--- config.mk ---
export PLATFORM = sky130hd
export DESIGN_NAME = packet_mem_to_tx
export DESIGN_NICKNAME = d
export VERILOG_FILES = /design/src/rtl/packet_mem_to_tx.sv
export SDC_FILE = /design/constraint.sdc
export NUM_CORES = 1
export LEC_CHECK = 0
export CAP_MARGIN = 20
export CORE_AREA = 2 2 109 111
export DETAILED_ROUTE_END_ITERATION = 16
export DIE_AREA = 0 0 111 113
export GPL_ROUTABILITY_DRIVEN = 0
export PLACE_DENSITY_LB_ADDON = 0.2
export SYNTH_ARGS = -nofsm -noshare
export SYNTH_HDL_FRONTEND = slang
export SYNTH_SLANG_ARGS = --single-unit
export TNS_END_PERCENT = 100
--- constraint.sdc ---
create_clock -name iclk -period 4.4 [get_ports iclk]
set_input_delay 0.44 -clock iclk [delete_from_list [all_inputs] [get_ports iclk]]
set_output_delay 0.44 -clock iclk [all_outputs]
set_load 0.1 [all_outputs]
--- src/rtl/packet_mem_to_tx.sv ---
// packet_mem_to_tx: pops packet lengths, streams the matching SRAM bytes onto TX with an enforced inter-frame gap
module packet_mem_to_tx #(
  parameter int pFIFO_WIDTH = 16,
  parameter int pDATA_WIDTH = 8,
  parameter int pDEPTH_RAM  = 3072,
  parameter int pADDR_WIDTH = 12,
  parameter int pMAX_LEN    = 1536,
  parameter int pIFG        = 12
) (
  input  logic                   iclk,
  input  logic                   i_rst,
  input  logic                   ienable,
  input  logic                   ilen_empty,
  input  logic [pFIFO_WIDTH-1:0] ilen_data,
  output logic                   olen_rd,
  output logic [pADDR_WIDTH-1:0] oram_addr,
  input  logic [pDATA_WIDTH-1:0] iram_data,
  output logic                   otx_en,
  output logic [pDATA_WIDTH-1:0] otxd,
  output logic                   otx_er,
  output logic [pADDR_WIDTH-1:0] orel_ptr,
  output logic                   obusy,
  output logic                   odrop
);
  localparam logic [2:0] IDLE = 3'd0;
  localparam logic [2:0] POP  = 3'd1;
  localparam logic [2:0] LEN  = 3'd2;
  localparam logic [2:0] SEND = 3'd3;
  localparam logic [2:0] GAP  = 3'd4;
  localparam int IW = $clog2(pIFG + 1);
  localparam int SW = pFIFO_WIDTH + 1;

  logic [2:0]             state_q, state_d;
  logic                   len_rd_q, len_rd_d;
  logic                   drop_q, drop_d;
  logic                   tx_en_q, tx_en_d;
  logic [pDATA_WIDTH-1:0] txd_q, txd_d;
  logic                   tx_er_q;
  logic [pADDR_WIDTH-1:0] addr_q, addr_d;
  logic [pADDR_WIDTH-1:0] rd_ptr_q, rd_ptr_d;
  logic [pADDR_WIDTH-1:0] rel_q, rel_d;
  logic [pFIFO_WIDTH-1:0] cnt_q, cnt_d;
  logic [IW-1:0]          ifg_q, ifg_d;
  logic                   av_q, av_d;
  logic                   dv_q, dv_d;
  logic [SW-1:0]          drop_sum;
  logic [pADDR_WIDTH-1:0] drop_ptr, rd_inc;

  // Discarded lengths may exceed the SRAM several times over, so the skip needs a true modulo.
  assign drop_sum = SW'(rd_ptr_q) + SW'(ilen_data);
  assign drop_ptr = pADDR_WIDTH'(drop_sum % SW'(pDEPTH_RAM));
  assign rd_inc   = (rd_ptr_q == pADDR_WIDTH'(pDEPTH_RAM - 1)) ? '0 : rd_ptr_q + pADDR_WIDTH'(1);

  assign olen_rd   = len_rd_q;
  assign odrop     = drop_q;
  assign otx_en    = tx_en_q;
  assign otxd      = txd_q;
  assign otx_er    = tx_er_q;
  assign oram_addr = addr_q;
  assign orel_ptr  = rel_q;
  assign obusy     = state_q != IDLE;

  // Next state: av tracks an address on the SRAM bus, dv tracks its data arriving a cycle later.
  always_comb begin
    state_d  = state_q;
    len_rd_d = 1'b0;
    drop_d   = 1'b0;
    tx_en_d  = 1'b0;
    txd_d    = '0;
    addr_d   = addr_q;
    rd_ptr_d = rd_ptr_q;
    rel_d    = rel_q;
    cnt_d    = cnt_q;
    ifg_d    = ifg_q;
    av_d     = 1'b0;
    dv_d     = av_q;
    case (state_q)
      IDLE: begin
        if (!ilen_empty && ienable) begin
          len_rd_d = 1'b1;
          state_d  = POP;
        end
      end
      POP: state_d = LEN;
      LEN: begin
        if (ilen_data == '0) begin
          state_d = IDLE;
        end else if (ilen_data > pFIFO_WIDTH'(pMAX_LEN)) begin
          rd_ptr_d = drop_ptr;
          rel_d    = drop_ptr;
          drop_d   = 1'b1;
          state_d  = IDLE;
        end else begin
          addr_d   = rd_ptr_q;
          rd_ptr_d = rd_inc;
          cnt_d    = ilen_data - pFIFO_WIDTH'(1);
          av_d     = 1'b1;
          state_d  = SEND;
        end
      end
      SEND: begin
        tx_en_d = dv_q;
        txd_d   = dv_q ? iram_data : '0;
        if (cnt_q != '0) begin
          addr_d   = rd_ptr_q;
          rd_ptr_d = rd_inc;
          cnt_d    = cnt_q - pFIFO_WIDTH'(1);
          av_d     = 1'b1;
        end
        if (dv_q && !av_q) begin
          rel_d   = rd_ptr_q;
          ifg_d   = '0;
          state_d = GAP;
        end
      end
      GAP: begin
        if (ifg_q == IW'(pIFG - 1)) state_d = IDLE;
        else ifg_d = ifg_q + IW'(1);
      end
      default: state_d = IDLE;
    endcase
  end

  // State and registered outputs; reset drops any in-flight frame immediately.
  always_ff @(posedge iclk or negedge i_rst) begin
    if (!i_rst) begin
      state_q  <= IDLE;
      len_rd_q <= 1'b0;
      drop_q   <= 1'b0;
      tx_en_q  <= 1'b0;
      txd_q    <= '0;
      tx_er_q  <= 1'b0;
      addr_q   <= '0;
      rd_ptr_q <= '0;
      rel_q    <= '0;
      cnt_q    <= '0;
      ifg_q    <= '0;
      av_q     <= 1'b0;
      dv_q     <= 1'b0;
    end else begin
      state_q  <= state_d;
      len_rd_q <= len_rd_d;
      drop_q   <= drop_d;
      tx_en_q  <= tx_en_d;
      txd_q    <= txd_d;
      tx_er_q  <= 1'b0;
      addr_q   <= addr_d;
      rd_ptr_q <= rd_ptr_d;
      rel_q    <= rel_d;
      cnt_q    <= cnt_d;
      ifg_q    <= ifg_d;
      av_q     <= av_d;
      dv_q     <= dv_d;
    end
  end
endmodule
# Word-level counts from Yosys, hierarchy flattened
# Index checks and enable logic that the tools add are counted.
[word_totals] ff_bits=72 output_inout_bits=37 word_cells=86
[op_classes] n_addsub=5 div_mod_pow=1 order_cmp=1 n_eq_ne=14 n_mux=38 reduce_logical=15
[op_table] operator="$mux 12" n=10
[op_table] operator="$pmux 12 s2" n=3
[op_table] operator="$mux 16" n=3
[op_table] operator="$pmux 16 s2" n=1
[op_table] operator="$sub 16x1->16 const B" n=2
[op_table] operator="$add 12x16->17" n=1
[op_table] operator="$mod 17x12->17 const B" n=1
[op_table] operator="$gt 16x11->1 const B" n=1
[op_table] operator="$logic_not 16->1" n=1
[op_table] operator="$mux 8" n=2
[op_table] operator="$ne 2x2->1 const B" n=8
[op_table] operator="$reduce_bool 16->1" n=1
[op_table] operator="$pmux 3 s5" n=1
[op_table] operator="$add 12x1->12 const B" n=1
[op_table] operator="$eq 12x12->1 const B" n=1
[op_table] operator="$mux 1" n=9
[op_table] operator="$mux 3" n=3
[op_table] operator="$reduce_and 3->1" n=3
[op_table] operator="$mux 4" n=2
[op_table] operator="$pmux 4 s2" n=1
[op_table] operator="$reduce_and 4->1" n=2
[op_table] operator="$eq 3x2->1 const B" n=2
[op_table] operator="$add 4x1->4 const B" n=1
[op_table] operator="$eq 4x4->1 const B" n=1
[op_table] operator="9 further kinds" n=13

# Depth between registers and ports, before layout
[depth] ltp_word=5 ltp_mapped=13 ltp_nobuf=11

# Worst setup path after synthesis
# Ideal clock, no wire load.
[synth_path] path_type="reg-to-reg" startpoint="register state_q[2]" endpoint="register cnt_q[12]" setup_ns=0.134 arrival_time_ns=2.983 slack_ns=1.282 path_stages_with_launch=13 n_path_buf=3 period_less_slack_ns=3.118 path_cell_list="dfrtp_1 and3b_1 clkbuf_1 clkbuf_1 clkbuf_1 mux2i_1 ha_1 o21ai_1 nand3b_1 nor3_1 nand2b_1 a2111oi_0 nor3_1"
[synth_between] elab_chain_len=3 elab_cells_between_ends=8
[synth_lines] item="start: declaration" line_no="33" source="logic [2:0] state_q, state_d;"
[synth_lines] item="start signal: assignment" line_no="141" source="state_q <= state_d;"
[synth_lines] item="$eq 3x2->1" line_no="77" source="case (state_q)"
[synth_lines] item="$ne 2x2->1 (no line) / $reduce_bool 2->1 (equally long branches)"
[synth_lines] item="$reduce_and 4->1 (no line)"
[synth_lines] item="end signal: assignment" line_no="150" source="cnt_q <= cnt_d;"
[synth_lines] item="end: declaration" line_no="42" source="logic [pFIFO_WIDTH-1:0] cnt_q, cnt_d;"
# Several ways; a longest one is shown, not always the timed one.
# A chain may end at the register's enable or synchronous reset.

# Final worst setup path
[layout_path] startpoint="input ilen_data[0]" endpoint="register rel_q[11] (netlist: orel_ptr[11])"
[layout_between] elab_chain_len=5 elab_cells_between_ends=10
[layout_lines] item="start: declaration" line_no="14" source="input logic [pFIFO_WIDTH-1:0] ilen_data,"
[layout_lines] item="$add 12x16->17" line_no="50" source="assign drop_sum = SW'(rd_ptr_q) + SW'(ilen_data);"
[layout_lines] item="$mod 17x12->17" line_no="51" source="assign drop_ptr = pADDR_WIDTH'(drop_sum % SW'(pDEPTH_RAM));"
[layout_lines] item="$mux 12" line_no="88" source="end else if (ilen_data > pFIFO_WIDTH'(pMAX_LEN)) begin"
[layout_lines] item="$mux 12" line_no="86" source="if (ilen_data == '0) begin"
[layout_lines] item="$pmux 12 s2" line_no="77"
[layout_lines] item="end signal: assignment" line_no="149" source="rel_q <= rel_d;"
[layout_lines] item="end: declaration" line_no="41" source="logic [pADDR_WIDTH-1:0] rel_q, rel_d;"
# Several ways; a longest one is shown, not always the timed one. The select of a mux whose other input is x is not followed.

==> flow_summary.html <==
<table>
<tr><th>Metric</th><th>Value</th></tr>
<tr><th colspan="2">Outcome</th></tr>
<tr><td>Result of the run</td><td>finished clean</td></tr>
<tr><th colspan="2">Floorplanning</th></tr>
<tr><td>Floorplan Core Area</td><td>~0.011 mm^2</td></tr>
<tr><td>Number of primary I/O pins</td><td>65</td></tr>
<tr><td>Die Footprint</td><td>about 0.013 mm^2</td></tr>
<tr><td>Die W</td><td>111 um</td></tr>
<tr><td>Die Span Y</td><td>approximately 110 um</td></tr>
<tr><td>Site row count</td><td>39</td></tr>
<tr><td>Effective utilization at floorplan</td><td>42.7%</td></tr>
<tr><th colspan="2">Timing</th></tr>
<tr><td>Setup tns final</td><td>0 ps</td></tr>
<tr><td>Final-layout worst hold slack</td><td>between 200 and 250 ps</td></tr>
<tr><td>Maximum operating frequency</td><td>~280 MHz</td></tr>
<tr><td>Pin slew with the least headroom to its limit</td><td>976 ps</td></tr>
<tr><td>Share of the clock period used by the worst path</td><td>approximately 80%</td></tr>
<tr><td>Number of hold violations in the final report</td><td>0</td></tr>
<tr><td>Slew Limit Headroom</td><td>34.7%</td></tr>
<tr><td>Unrepaired setup endpoints after global routing</td><td>no</td></tr>
<tr><td>Max Transition Viols Final</td><td>0</td></tr>
<tr><td>Setup skew after layout</td><td>5.84 ps</td></tr>
<tr><td>Worst setup slack after layout</td><td>between 800 and 900 ps</td></tr>
<tr><td>Minimum clock period</td><td>about 3500 ps</td></tr>
<tr><td>Final count of negative-setup-slack endpoints</td><td>0</td></tr>
<tr><th colspan="2">Critical path</th></tr>
<tr><td>Slowest library cell on the worst path</td><td>clkdlybuf4s50_1</td></tr>
<tr><td>Worst setup path class</td><td>in -&gt; reg</td></tr>
<tr><td>Data arrival, critical path</td><td>between 3000 and 4000 ps</td></tr>
<tr><td>Largest stage delay on the critical path</td><td>between 400 and 500 ps</td></tr>
<tr><td>Startpoint type of the worst setup path</td><td>primary input</td></tr>
<tr><td>Top cell by count, worst path</td><td>a211oi_1</td></tr>
<tr><td>Critical path endpoint category</td><td>flip-flop</td></tr>
<tr><td>Largest delay contributor family on the critical path</td><td>compound AO/OA/AOI/OAI gates</td></tr>
<tr><td>CP Cell Sequence</td><td>clkdlybuf4s50_1 &gt; ha_1 &gt; fa_1 &gt; a211oi_1 &gt; o31ai_2 &gt; a21oi_1 &gt; nor2_1 &gt; xnor2_1 &gt; a211oi_1 &gt; o31ai_1 &gt; a211oi_1 &gt; o21ai_0</td></tr>
<tr><td>CP Data Required Time</td><td>between 4000 and 5000 ps</td></tr>
<tr><td>Biggest fanout along the worst timing path</td><td>6</td></tr>
<tr><td>Sum of buffers and inverters on the critical path</td><td>1</td></tr>
<tr><th colspan="2">Synthesis</th></tr>
<tr><td>Cells after Synth</td><td>around 600</td></tr>
<tr><td>Library cells used by synthesis</td><td>64</td></tr>
<tr><td>Area share of the largest cell type after synthesis</td><td>between 30% and 40%</td></tr>
<tr><td>Top cells by area, synth</td><td>dfrtp_1 (37%), nand2_1 (6.9%), nor2_1 (5.9%)</td></tr>
<tr><td>Share of flip-flops with an asynchronous set or reset after synthesis</td><td>between 90% and 100%</td></tr>
<tr><td>Most numerous cell types in the synthesized netlist</td><td>nand2_1 (88), nor2_1 (76), dfrtp_1 (72), o21ai_0 (47), a21oi_1 (40)</td></tr>
<tr><td>Library cell occupying the most area in the post-synthesis netlist</td><td>dfrtp_1</td></tr>
<tr><td>Cell area after synthesis</td><td>between 0.004 and 0.005 mm^2</td></tr>
<tr><td>Synth warnings</td><td>0</td></tr>
<tr><td>Library cell with the highest instance count after synthesis</td><td>nand2_1</td></tr>
<tr><td>Sequential-to-total area share from yosys stat</td><td>a little under two fifths</td></tr>
<tr><td>Number of flops mapped to enable cells by yosys</td><td>0</td></tr>
<tr><td>Syn_area_per_cell</td><td>between 8 and 9 um^2</td></tr>
<tr><td>Post-Synthesis Net Count</td><td>around 640</td></tr>
<tr><td>Synth Flop Type</td><td>dfrtp_1</td></tr>
<tr><td>FF+latch count, synth</td><td>slightly above 70</td></tr>
<tr><th colspan="2">Power and ir drop</th></tr>
<tr><td>Sw frac</td><td>roughly a quarter</td></tr>
<tr><td>Power consumption</td><td>1410 uW</td></tr>
<tr><td>Worst ir drop on vdd</td><td>0.159 mV</td></tr>
<tr><td>Relative contribution of sequential cells to total power</td><td>47.1%</td></tr>
<tr><td>P_int</td><td>roughly 1100 uW</td></tr>
<tr><td>Power per standard cell area</td><td>about 240 mW/mm^2</td></tr>
<tr><td>Proportion of power drawn by combinational gates</td><td>slightly above 8%</td></tr>
<tr><td>Fraction of power consumed by the clock network</td><td>between 40% and 50%</td></tr>
<tr><td>Leakage power</td><td>about 0.0025 uW</td></tr>
<tr><td>Sw power</td><td>between 300 and 400 uW</td></tr>
<tr><th colspan="2">Final layout</th></tr>
<tr><td>Growth of design area from synthesis to finish</td><td>20.1%</td></tr>
<tr><td>Share of cells above drive strength 1</td><td>5.40%</td></tr>
<tr><td>Number of inserted diodes</td><td>0</td></tr>
<tr><td>Net total in the final layout</td><td>690</td></tr>
<tr><td>Core occupancy in the finished layout</td><td>about half</td></tr>
<tr><th colspan="2">Detailed routing</th></tr>
<tr><td>Detailed-route vias per instance</td><td>just under 6</td></tr>
<tr><td>Routed len/inst</td><td>between 15 and 20 um</td></tr>
<tr><td>First drt pass iteration count</td><td>5</td></tr>
<tr><td>Drc violations</td><td>0</td></tr>
<tr><td>DRT Wirelength</td><td>12900 um</td></tr>
<tr><td>Routed via count</td><td>between 4000 and 5000</td></tr>
<tr><td>Number of nets with antenna violations after routing</td><td>0</td></tr>
<tr><td>Starting DRC count in detailed routing</td><td>roughly 310</td></tr>
<tr><th colspan="2">Clock network</th></tr>
<tr><td>Total setup buffers inserted after CTS</td><td>0</td></tr>
<tr><td>CTS Root Buffer Type</td><td>clkbuf_16</td></tr>
<tr><td>Maximum number of buffers from clock root to sink</td><td>2</td></tr>
<tr><td>TritonCTS clock tree</td><td>done</td></tr>
<tr><td>Total clock sinks</td><td>72</td></tr>
<tr><td>Clock insertion delay at the later pin of the skew report</td><td>between 300 and 400 ps</td></tr>
<tr><td>Clock Pin Slew Worst Setup and Hold Paths</td><td>roughly 60 ps</td></tr>
<tr><td>Hold-fix buffers at CTS</td><td>0</td></tr>
<tr><td>Total clock buffers created by CTS</td><td>9</td></tr>
<tr><td>H-tree lvl count</td><td>3</td></tr>
<tr><td>CTS-repair resized insts</td><td>0</td></tr>
<tr><th colspan="2">Placed design</th></tr>
<tr><td>Placement Setup Slack</td><td>roughly 580 ps</td></tr>
<tr><td>Detailed placement HPWL</td><td>around 9200 um</td></tr>
<tr><td>Count of port buffers added during placement</td><td>between 60 and 70</td></tr>
<tr><th colspan="2">Global route</th></tr>
<tr><td>Number of antenna violations at the first check in global routing</td><td>0</td></tr>
<tr><td>First-pass GRT wire length</td><td>21600 um</td></tr>
<tr><td>Pin count of the biggest net entering global routing</td><td>73</td></tr>
<tr><td>Via count of the first global-routing pass</td><td>4320</td></tr>
<tr><td>Overall global routing resource usage</td><td>21.2%</td></tr>
<tr><td>Aggregate global routing overflow</td><td>0</td></tr>
<tr><th colspan="2">Run</th></tr>
<tr><td>Max-cap viol count</td><td>0</td></tr>
<tr><th colspan="2">Min path</th></tr>
<tr><td>Worst min path class</td><td>in -&gt; async</td></tr>
</table>
==> state kept, by name (all words and copies together), names as in the netlist, 3 cells and up <==
name	count
cnt_q	16
oram_addr	12
orel_ptr	12
rd_ptr_q	12
otxd	8
ifg_q	4
state_q	3
==> cells in the final DEF, fill, tap and decap left out, drive strengths merged, types with 10 or more instances in the layout <==
cell type,instances
nand2,88
dfrtp,72
clkbuf,11
and3,19
xor2,10
a31oi,14
clkdlybuf4s50,62
inv,13
ha,15
nor3,26
nor2,76
xnor2,11
o21ai,48
a21oi,40
==> path summary, 6_finish.rpt <==
check,startpoint,to,slack [ps],depth (start not counted)
max,ilen_data[0],orel_ptr[11],880,12
min,i_rst,ifg_q[2],240,1
max reg2reg,rd_ptr_q[0],orel_ptr[11],970,11
min reg2reg,av_q,dv_q,390,0
max in group asynchronous,i_rst,orel_ptr[7],3580,1
min in group iclk,av_q,dv_q,390,0
==> power groups by stage <==
stage	Combinational [uW]	Sequential [uW]	Clock, uW
after floorplan	57.8	674	0
after global placement	115	674	0
after detailed placement	116	674	0
after CTS	117	663	643
after global routing	128	662	681
final	117	663	627
==> stage by stage <==
step | area (um^2) | std cells
global placement | 5540 | 778
detailed placement | 5540 | 778
CTS | 5780 | 791
floorplan | 4810 | 595
finish | 5780 | 791
global route | 5780 | 791
==> per-layer routing <==
| metal | vias up | global-route usage [%] | wire length, um |
|---|---|---|---|
| met1 | 2153 | 28.3 | 6000 |
| met3 | 20 | 4.82 | 729 |
| met4 | 0 | 8.50 | 297 |
| li1 | 2240 | - | - |
| met2 | 154 | 33.6 | 5870 |
| met5 | - | 0 | 0 |
==> cells by family (layout without fill, tap and decap cells) <==
| family | Yosys count | after routing | share of synthesized area (%) |
|---|---|---|---|
| AND/OR/NAND/NOR | 265 | 265 | 26.1 |
| buffers and inverters | 44 | 97 | 4.03 |
| AO/OA/AOI/OAI | 164 | 164 | 21.7 |
| adder cells (fa/ha/maj) | 16 | 16 | 4.31 |
| XOR/XNOR | 21 | 21 | 3.82 |
| multiplexers | 12 | 12 | 2.60 |
| other | 1 | 1 | 0.0779 |
| flip-flops | 72 | 72 | 37.4 |
==> worst register-to-register path: cells and delay by family (launching register included) <==
family                     cells  cell delay (ps)
AOI/OAI and AO/OA              7             1860
adders and majority gates      2              690
DFF                            1              460
xor gates and xnor gates       1              160
and+or+nand+nor                1              120
==> final cells by class <==
cell class,instances,area [um^2]
fillers,1082,5490
multi-input cells,479,2820
repair buffers,71,688
inverters,13,48.8
flip-flops and latches,72,1800
clock inverters,2,10.0
clock buffers,11,233
well taps,143,179
Power figures use the tool's default switching activity.
